`src/rtl/shift_seq_ctrl_pkg.sv`:
```
// Shared encodings for the shift sequencer: FSM states, shift directions, step counter width.
package shift_seq_ctrl_pkg;

    localparam int CNT_W = 4;

    typedef enum logic [1:0] {
        S_IDLE = 2'd0,
        S_ODD  = 2'd1,
        S_STEP = 2'd2,
        S_DONE = 2'd3
    } state_e;

    localparam logic DIR_LEFT  = 1'b0;
    localparam logic DIR_RIGHT = 1'b1;

endpackage

```
`src/rtl/Shifter_2_32.sv`:
```
// Combinational 2-bit logical shifter; zero fill, selects are one-hot.
module Shifter_2_32 (
    input  logic [31:0] IN,
    input  logic        L_SHIFT,
    input  logic        NO_SHIFT,
    input  logic        R_SHIFT,
    output logic [31:0] OUT
);

    always_comb begin
        OUT = IN;
        case ({L_SHIFT, NO_SHIFT, R_SHIFT})
            3'b100:  OUT = {IN[29:0], 2'b00};
            3'b001:  OUT = {2'b00, IN[31:2]};
            default: OUT = IN;
        endcase
    end

endmodule

```
`src/rtl/shift_seq_ctrl.sv`:
```
// Multi-cycle logical shifter: optional 1-bit pre-step, then one 2-bit step per cycle.
// Result lands in DOUT on entry to DONE; START is only honoured in IDLE.
module shift_seq_ctrl
    import shift_seq_ctrl_pkg::*;
#(
    parameter int WIDTH = 32,
    parameter int AMT_W = 5
) (
    input  logic             CLK,
    input  logic             RESET,
    input  logic             START,
    input  logic             DIR,
    input  logic [AMT_W-1:0] AMT,
    input  logic [WIDTH-1:0] DIN,
    output logic             BUSY,
    output logic             DONE,
    output logic [WIDTH-1:0] DOUT
);

    state_e             state_q, state_d;
    logic               dir_q, dir_d;
    logic [CNT_W-1:0]   cnt_q, cnt_d;
    logic [WIDTH-1:0]   work_q, work_d;
    logic [WIDTH-1:0]   dout_q, dout_d;
    logic [WIDTH-1:0]   shf_out;
    logic               L_SHIFT, NO_SHIFT, R_SHIFT;

    // Selects stay one-hot: only STEP moves the 2-bit shifter off NO_SHIFT.
    always_comb begin
        L_SHIFT  = 1'b0;
        R_SHIFT  = 1'b0;
        NO_SHIFT = 1'b1;
        if (state_q == S_STEP) begin
            L_SHIFT  = (dir_q == DIR_LEFT);
            R_SHIFT  = (dir_q == DIR_RIGHT);
            NO_SHIFT = 1'b0;
        end
    end

    Shifter_2_32 u_shifter (
        .IN       (work_q),
        .L_SHIFT  (L_SHIFT),
        .NO_SHIFT (NO_SHIFT),
        .R_SHIFT  (R_SHIFT),
        .OUT      (shf_out)
    );

    always_comb begin
        state_d = state_q;
        dir_d   = dir_q;
        cnt_d   = cnt_q;
        work_d  = work_q;
        dout_d  = dout_q;
        case (state_q)
            S_IDLE: begin
                if (START) begin
                    work_d = DIN;
                    dir_d  = DIR;
                    cnt_d  = AMT[AMT_W-1:1];
                    if (AMT[0])
                        state_d = S_ODD;
                    else if (AMT[AMT_W-1:1] != '0)
                        state_d = S_STEP;
                    else
                        state_d = S_DONE;
                end
            end
            S_ODD: begin
                work_d  = (dir_q == DIR_RIGHT) ? {1'b0, work_q[WIDTH-1:1]}
                                               : {work_q[WIDTH-2:0], 1'b0};
                state_d = (cnt_q != '0) ? S_STEP : S_DONE;
            end
            S_STEP: begin
                work_d  = shf_out;
                cnt_d   = cnt_q - CNT_W'(1);
                state_d = (cnt_q == CNT_W'(1)) ? S_DONE : S_STEP;
            end
            S_DONE: begin
                state_d = S_IDLE;
            end
            default: begin
                state_d = S_IDLE;
            end
        endcase
        // DOUT captures the final working value on the edge that enters DONE.
        if (state_d == S_DONE && state_q != S_DONE)
            dout_d = work_d;
    end

    always_ff @(posedge CLK or posedge RESET) begin
        if (RESET) begin
            state_q <= S_IDLE;
            dir_q   <= DIR_LEFT;
            cnt_q   <= '0;
            work_q  <= '0;
            dout_q  <= '0;
        end else begin
            state_q <= state_d;
            dir_q   <= dir_d;
            cnt_q   <= cnt_d;
            work_q  <= work_d;
            dout_q  <= dout_d;
        end
    end

    assign BUSY = (state_q == S_ODD) || (state_q == S_STEP);
    assign DONE = (state_q == S_DONE);
    assign DOUT = dout_q;

endmodule
```
`config.mk`:
```
export PLATFORM = sky130hd
export DESIGN_NAME = shift_seq_ctrl
export DESIGN_NICKNAME = d
export VERILOG_FILES = /design/src/rtl/shift_seq_ctrl_pkg.sv /design/src/rtl/Shifter_2_32.sv /design/src/rtl/shift_seq_ctrl.sv
export SDC_FILE = /design/constraint.sdc
export NUM_CORES = 1
export LEC_CHECK = 0
export CAP_MARGIN = 0
export CORE_MARGIN = 2
export CORE_UTILIZATION = 42
export CTS_CLUSTER_DIAMETER = 60
export DETAILED_ROUTE_END_ITERATION = 6
export GPL_TIMING_DRIVEN = 0
export PLACE_DENSITY = 0.69
export SYNTH_ARGS = -nofsm -noshare
export SYNTH_HDL_FRONTEND = slang
export SYNTH_HIERARCHICAL = 1
export SYNTH_SLANG_ARGS = --single-unit
```
`constraint.sdc`:
```
create_clock -name CLK -period 3.4 [get_ports CLK]
set_input_delay 0.51 -clock CLK [delete_from_list [all_inputs] [get_ports CLK]]
set_output_delay 0.51 -clock CLK [all_outputs]
set_load 0.005 [all_outputs]
```
**After elaboration in Yosys (flattened, before gate mapping)**

Index checks and enable logic that the tools add are counted.

- Add/sub/neg operators: 1
- Multipliers: 0
- Div/mod/pow operators: 0
- Magnitude comparators: 0
- Eq/ne operators: 9
- Shift-type cells: 0
- Mux-type cells: 15
- Bitwise operators: 1
- Reduce and logical (&&, ||, !) cells: 8

Operators with widths:

| cell | number |
|---|---|
| case mux 32 bit (3 select lines) | 1 |
| two-way mux 32 bit | 2 |
| case mux 32 bit (2 select lines) | 1 |
| case mux 2 bit (4 select lines) | 1 |
| case mux 4 bit (2 select lines) | 1 |
| nonzero test 4 bit | 2 |
| equality test 2 bit, second input constant | 3 |
| two-way mux 1 bit | 6 |
| equality test 4 x 1 -> 1 bit, second input constant | 1 |
| two-way mux 2 bit | 2 |
| two-way mux 4 bit | 1 |
| inequality test 2 bit, second input constant | 2 |
| AND reduction 2 bit | 2 |
| subtractor 4 x 1 -> 4 bit, second input constant | 1 |
| equality test 3 x 1 -> 1 bit, second input constant | 1 |
| equality test 3 bit, second input constant | 1 |
| equality test 2 x 1 -> 1 bit, second input constant | 1 |
| logical NOT 2 bit | 1 |
| nonzero test 2 bit | 1 |
| logical AND 1 bit | 1 |
| logical OR 1 bit | 1 |
| inverter 1 bit | 1 |

- Flip-flop bits (word level): 71
- Bits in latches: 0
- Memory bits (writable): 0
- Bits in read-only memories: 0
- Bits of input ports: 41
- Output and inout bits: 34
- Word-level logic and storage cells: 39
- Memories: 0

**Depth between registers and ports, before layout**

- Word-level depth: 7
- Depth in mapped cells: 15
- Depth with buffers taken out: 11

**Modules after synthesis**

The synthesis kept the hierarchy.

Modules (own cells, without submodules):

| module | times used | cells each | area an instance (um^2) | sequential area each (um^2) |
|---|---|---|---|---|
| shift_seq_ctrl | 1 | 299 | 3,717.3 | 1,776.7 |
| Shifter_2_32 | 1 | 92 | 719.4 | 0.0 |

**Worst setup path before layout**

Ideal clock, no wire load.

- Kind: reg2reg
- Start: register state_q[0]
- End: register dout_q[4] (netlist: DOUT[4])
- Library setup time: 128 ps
- Arrival: 2,674 ps
- Data required time: 3,272 ps
- Slack: 599 ps
- Cell stages (with the launch flop): 16
- Path buffers: 5
- Clock period less this slack: 2,801 ps
- Cells stage by stage: dfrtp_1 inv_1 ha_1 buf_2 clkbuf_1 inv_1 nor2_1 buf_4 nor2b_1 buf_4 buf_6 a22oi_1 o2bb2ai_1 a221oi_1 a32oi_1 mux2_1

- Cells in the longest elaborated chain, start to end: 5
- Elaborated cells between the ends (all ways): 16
- Those cells by class: 7 x eq/ne; 7 x mux; 2 x reduce/logical

Ends and longest elaborated chain:

| element | RTL line | RTL |
|---|---|---|
| start, declared | shift_seq_ctrl.sv:20 | `state_e state_q, state_d;` |
| start signal, assigned | shift_seq_ctrl.sv:98 | `state_q <= state_d;` |
| equality test 2 bit (*) | shift_seq_ctrl.sv:33 | `if (state_q == S_STEP) begin` |
| two-way mux 1 bit (*) | shift_seq_ctrl.sv:33 |  |
| via NO_SHIFT | shift_seq_ctrl.sv:26 | `logic L_SHIFT, NO_SHIFT, R_SHIFT;` |
| equality test 3 x 1 -> 1 bit / equality test 3 bit (equally long branches) | Shifter_2_32.sv:12 | `case ({L_SHIFT, NO_SHIFT, R_SHIFT})` |
| case mux 32 bit (2 select lines) (*) | Shifter_2_32.sv:12 |  |
| via shf_out[4] | shift_seq_ctrl.sv:25 | `logic [WIDTH-1:0] shf_out;` |
| case mux 32 bit (3 select lines) (*) | shift_seq_ctrl.sv:54 | `case (state_q)` |
| via work_d[4] | shift_seq_ctrl.sv:23 | `logic [WIDTH-1:0] work_q, work_d;` |
| end signal, assigned | shift_seq_ctrl.sv:102 | `dout_q <= dout_d;` |
| end, declared | shift_seq_ctrl.sv:24 | `logic [WIDTH-1:0] dout_q, dout_d;` |

The timed path passes the listed nets; every way through them passes the cells marked *.
A chain may end at the register's enable or synchronous reset.

**Worst setup path in the final report**

- Start: register state_q[0]
- End: register dout_q[29] (netlist: DOUT[29])

Same word-level chain as after synthesis.

==> results.toml <==
[clocking]
numCtsBuffers = 9
clk-insertion-delay-late_ps = 350
cts-root-buf = "clkbuf_8"
cts_num_sinks = 71
clk_pin_slew_ps = 80
ctsHoldBuffers = 0
htree_num_levels = 3
cts_buffer_depth = 2
cts_tree = "built"
post_cts_buffers = 0
cts-resized-gates = 0

[global_route]
grt_first_pass_wirelength_mm = 19.8
first_global_vias = 3812
grt_max_degree = 72
grt_overflow = 0
grt_usage = 0.219
antenna_found_initial = 0

[critical_path]
crit_slowest_cell = "dfrtp_1"
start_kind = "register"
regToRegEndpoint = "DOUT[29]"
r2r_cells = 13
cp_max_fo = 14
reg2reg_from = "state_q[0]"
path_class = "reg2reg"
worst_ep_arrival_time_ps = 3360
slowest_delay_ps = 410
path_cells = "inv_1, ha_1, buf_2, inv_1, nor2_1, nand2b_1, a21o_1, buf_2, buf_4, o2bb2ai_1, a222oi_1, o2bb2ai_1, mux2_2"
end_kind = "register"
reg2reg_slack_ps = 270
required_ps = 3630

[logic_synthesis]
synth_edf_count = 0
synth_top_area_share = 0.400
seq_area_frac_synth = 0.400
ys.warnings.count = 6
yosys.area.top_type = "dfrtp_1"
syn_inst = 391
synth_top_flop_cell = "dfrtp_1"
syn_area_per_cell_sq_um = 11.3
yosys-top-cells-area = "dfrtp_1, o2bb2ai_1, mux2_2, mux2_1, a222oi_1"
ys_ff_latch = 71
syn_nets = 439
synthArstFlopShare = 1.00
synthesis.area_sq_um = 4440
yosys.cell_types.count = 42

[die]
core_area_sq_um = 10300
dieArea_sq_um = 11400
num_rows = 37
die_height_um = 107
dieWidth_um = 107
ios = 75
start_util = 0.432

[power_and_ir_drop]
leakagePower_uw = 0.00222
comb_power_share = 0.598
sw_frac_of_total = 0.428
power_switching_uw = 2320
ir_worst_vdd_mv = 0.383
finalPower_uw = 5430
p_int_uw = 3110
clkPwrFrac = 0.109
cellPowerDensity_nw_per_um2 = 986
seqPwrFrac = 0.293

[placed_design]
dpl.cell_count = 601
place.gp.congestion = 0.948
dp_slack_ps = 11.7
hpwl_mm = 8.45
io_buffers = 74
placed_area_sq_um = 5350

[sta]
hold_viol_final = 0
post-route-period-util = 0.922
tns_ps = 0
maxSlewViolCount = 0
rsz0062_at_grt = "no"
tightest_slew_ps = 854
fin_ws_ps = 266
finalSetupViolations = 0
fmax_ghz = 0.319
min_period_ps = 3130
slew_headroom = 0.431
final.setup_skew_ps = 11.7

[cells_and_area]
layout.cells.non_filler = 615
drive_above_1_share = 0.177
finalInstanceArea_sq_um = 5510
nets = 523
antenna_cells = 0
area_growth_pct = 24.2

[detailed_routing]
drc_errors = 0
drt-initial-drc-count = 394
top_layer_used = "met4"
wl_met3_um = 832
met2WireLength_mm = 5.54
vias = 3783
drt-met1-wl_mm = 5.42
drtAntennaViolNets = 0
first_pass_iters = 6
wire_per_inst_um = 19.6
via_per_inst = 6.15
routed_wl_mm = 12.0

[worst_hold_path]
hp-start = "DOUT[4]"
min_to = "DOUT[4]"
min_path_type = "reg2reg"
hold_path_depth = 1

[outcome]
status = "completed"

[flow_run]
cap_violations = 0
## cell usage in the layout, fill, tap and decap left out, types with 9 or more instances in the layout
master | netlist | routed
nand2_1 | 14 | 14
clkbuf_1 | 11 | 11
a22oi_1 | 29 | 29
clkdlybuf4s50_1 | 0 | 74
buf_2 | 9 | 9
o2bb2ai_1 | 52 | 52
mux2_1 | 31 | 31
buf_6 | 14 | 14
inv_1 | 14 | 13
a222oi_1 | 26 | 26
dfrtp_1 | 71 | 71
mux2_2 | 33 | 33
clkbuf_8 | 0 | 10
## worst max path at each step
stage / endpoint / slack [ps] / from / cells past startpoint
2_1_floorplan: DOUT[4] / 600 / state_q[0] / 15
3_3_place_gp: DOUT[26] / -110 / RESET / 2
3_5_place_dp: DOUT[10] / 10 / state_q[0] / 14
4_1_cts: DOUT[10] / 280 / state_q[0] / 13
5_1_grt: DOUT[10] / 20 / state_q[0] / 13
6_report: DOUT[29] / 270 / state_q[0] / 13
## cell type report
type / instances / area (sq um)
buffer: 40 / 293
timing repair buffer: 74 / 741
multi-input combinational: 265 / 2310
sequential: 71 / 1780
fill: 950 / 4770
inverter: 14 / 55.1
tap: 136 / 170
clock buffer: 11 / 141
clock inverter: 4 / 22.5
## critical path: cells and delay by family, from the launching register on
kind | cells | cell delay (ps)
buffers and inverters | 5 | 940
adder cells (fa/ha/maj) | 1 | 180
AND/OR/NAND/NOR | 2 | 330
flip-flops | 1 | 410
AO/OA/AOI/OAI | 4 | 880
multiplexers | 1 | 270
## per-stage QoR
stage / hold WS [ps] / utilization
2_1_floorplan: 489 / -
3_3_place_gp: 478 / 0.520
3_5_place_dp: 485 / 0.521
4_1_cts: 504 / 0.536
5_1_grt: 518 / 0.536
6_report: 497 / 0.536
## synth_stat cells, types with 2 or more instances
cell       count
a22o_1         4
nand2b_1       5
a21oi_1        7
mux2_2        33
nand2_1       14
a32oi_1        4
a22oi_1       29
buf_2          9
mux2_1        31
o2bb2ai_1     52
nor2_1         6
ha_1           7
o22a_1         4
buf_6         14
dfrtp_1       71
a21o_1         3
inv_1         14
o22ai_1        3
nor2b_1        7
a221oi_1       4
a31oi_1        2
o21ai_1        2
clkbuf_1      11
buf_4          7
a222oi_1      26
nand3_1        2
o21ai_0        4
and2_1         2
## routing by layer
layer,global-route usage,up-vias
met3,0.0389,21
met2,0.334,181
met4,0.0779,0
met5,0,-
met1,0.311,1838
li1,-,1743
## state kept, by name, summed over array words and instances (netlist names)
signal	cells
DOUT	32
cnt_q	4
dir_q	1
state_q	2
work_q	32
## power groups by stage
| stage | combinational [uW] | sequential, uW | clock (uW) |
|---|---|---|---|
| after detailed placement | 3210 | 1590 | 0 |
| after floorplan | 2300 | 1490 | 0 |
| after global routing | 3550 | 1630 | 647 |
| after global placement | 3140 | 1580 | 0 |
| after CTS | 3220 | 1580 | 608 |
| final | 3250 | 1590 | 591 |
## logic make-up (layout without fill, tap and decap cells)
kind of cell / after synthesis / after routing / synth area share
AO/OA/AOI/OAI: 151 / 151 / 0.286
flip-flops: 71 / 71 / 0.400
multiplexers: 64 / 64 / 0.162
buffers and inverters: 55 / 143 / 0.0787
AND/OR/NAND/NOR: 43 / 43 / 0.0525
adder cells (fa/ha/maj): 7 / 7 / 0.0197
Power figures use the tool's default switching activity.
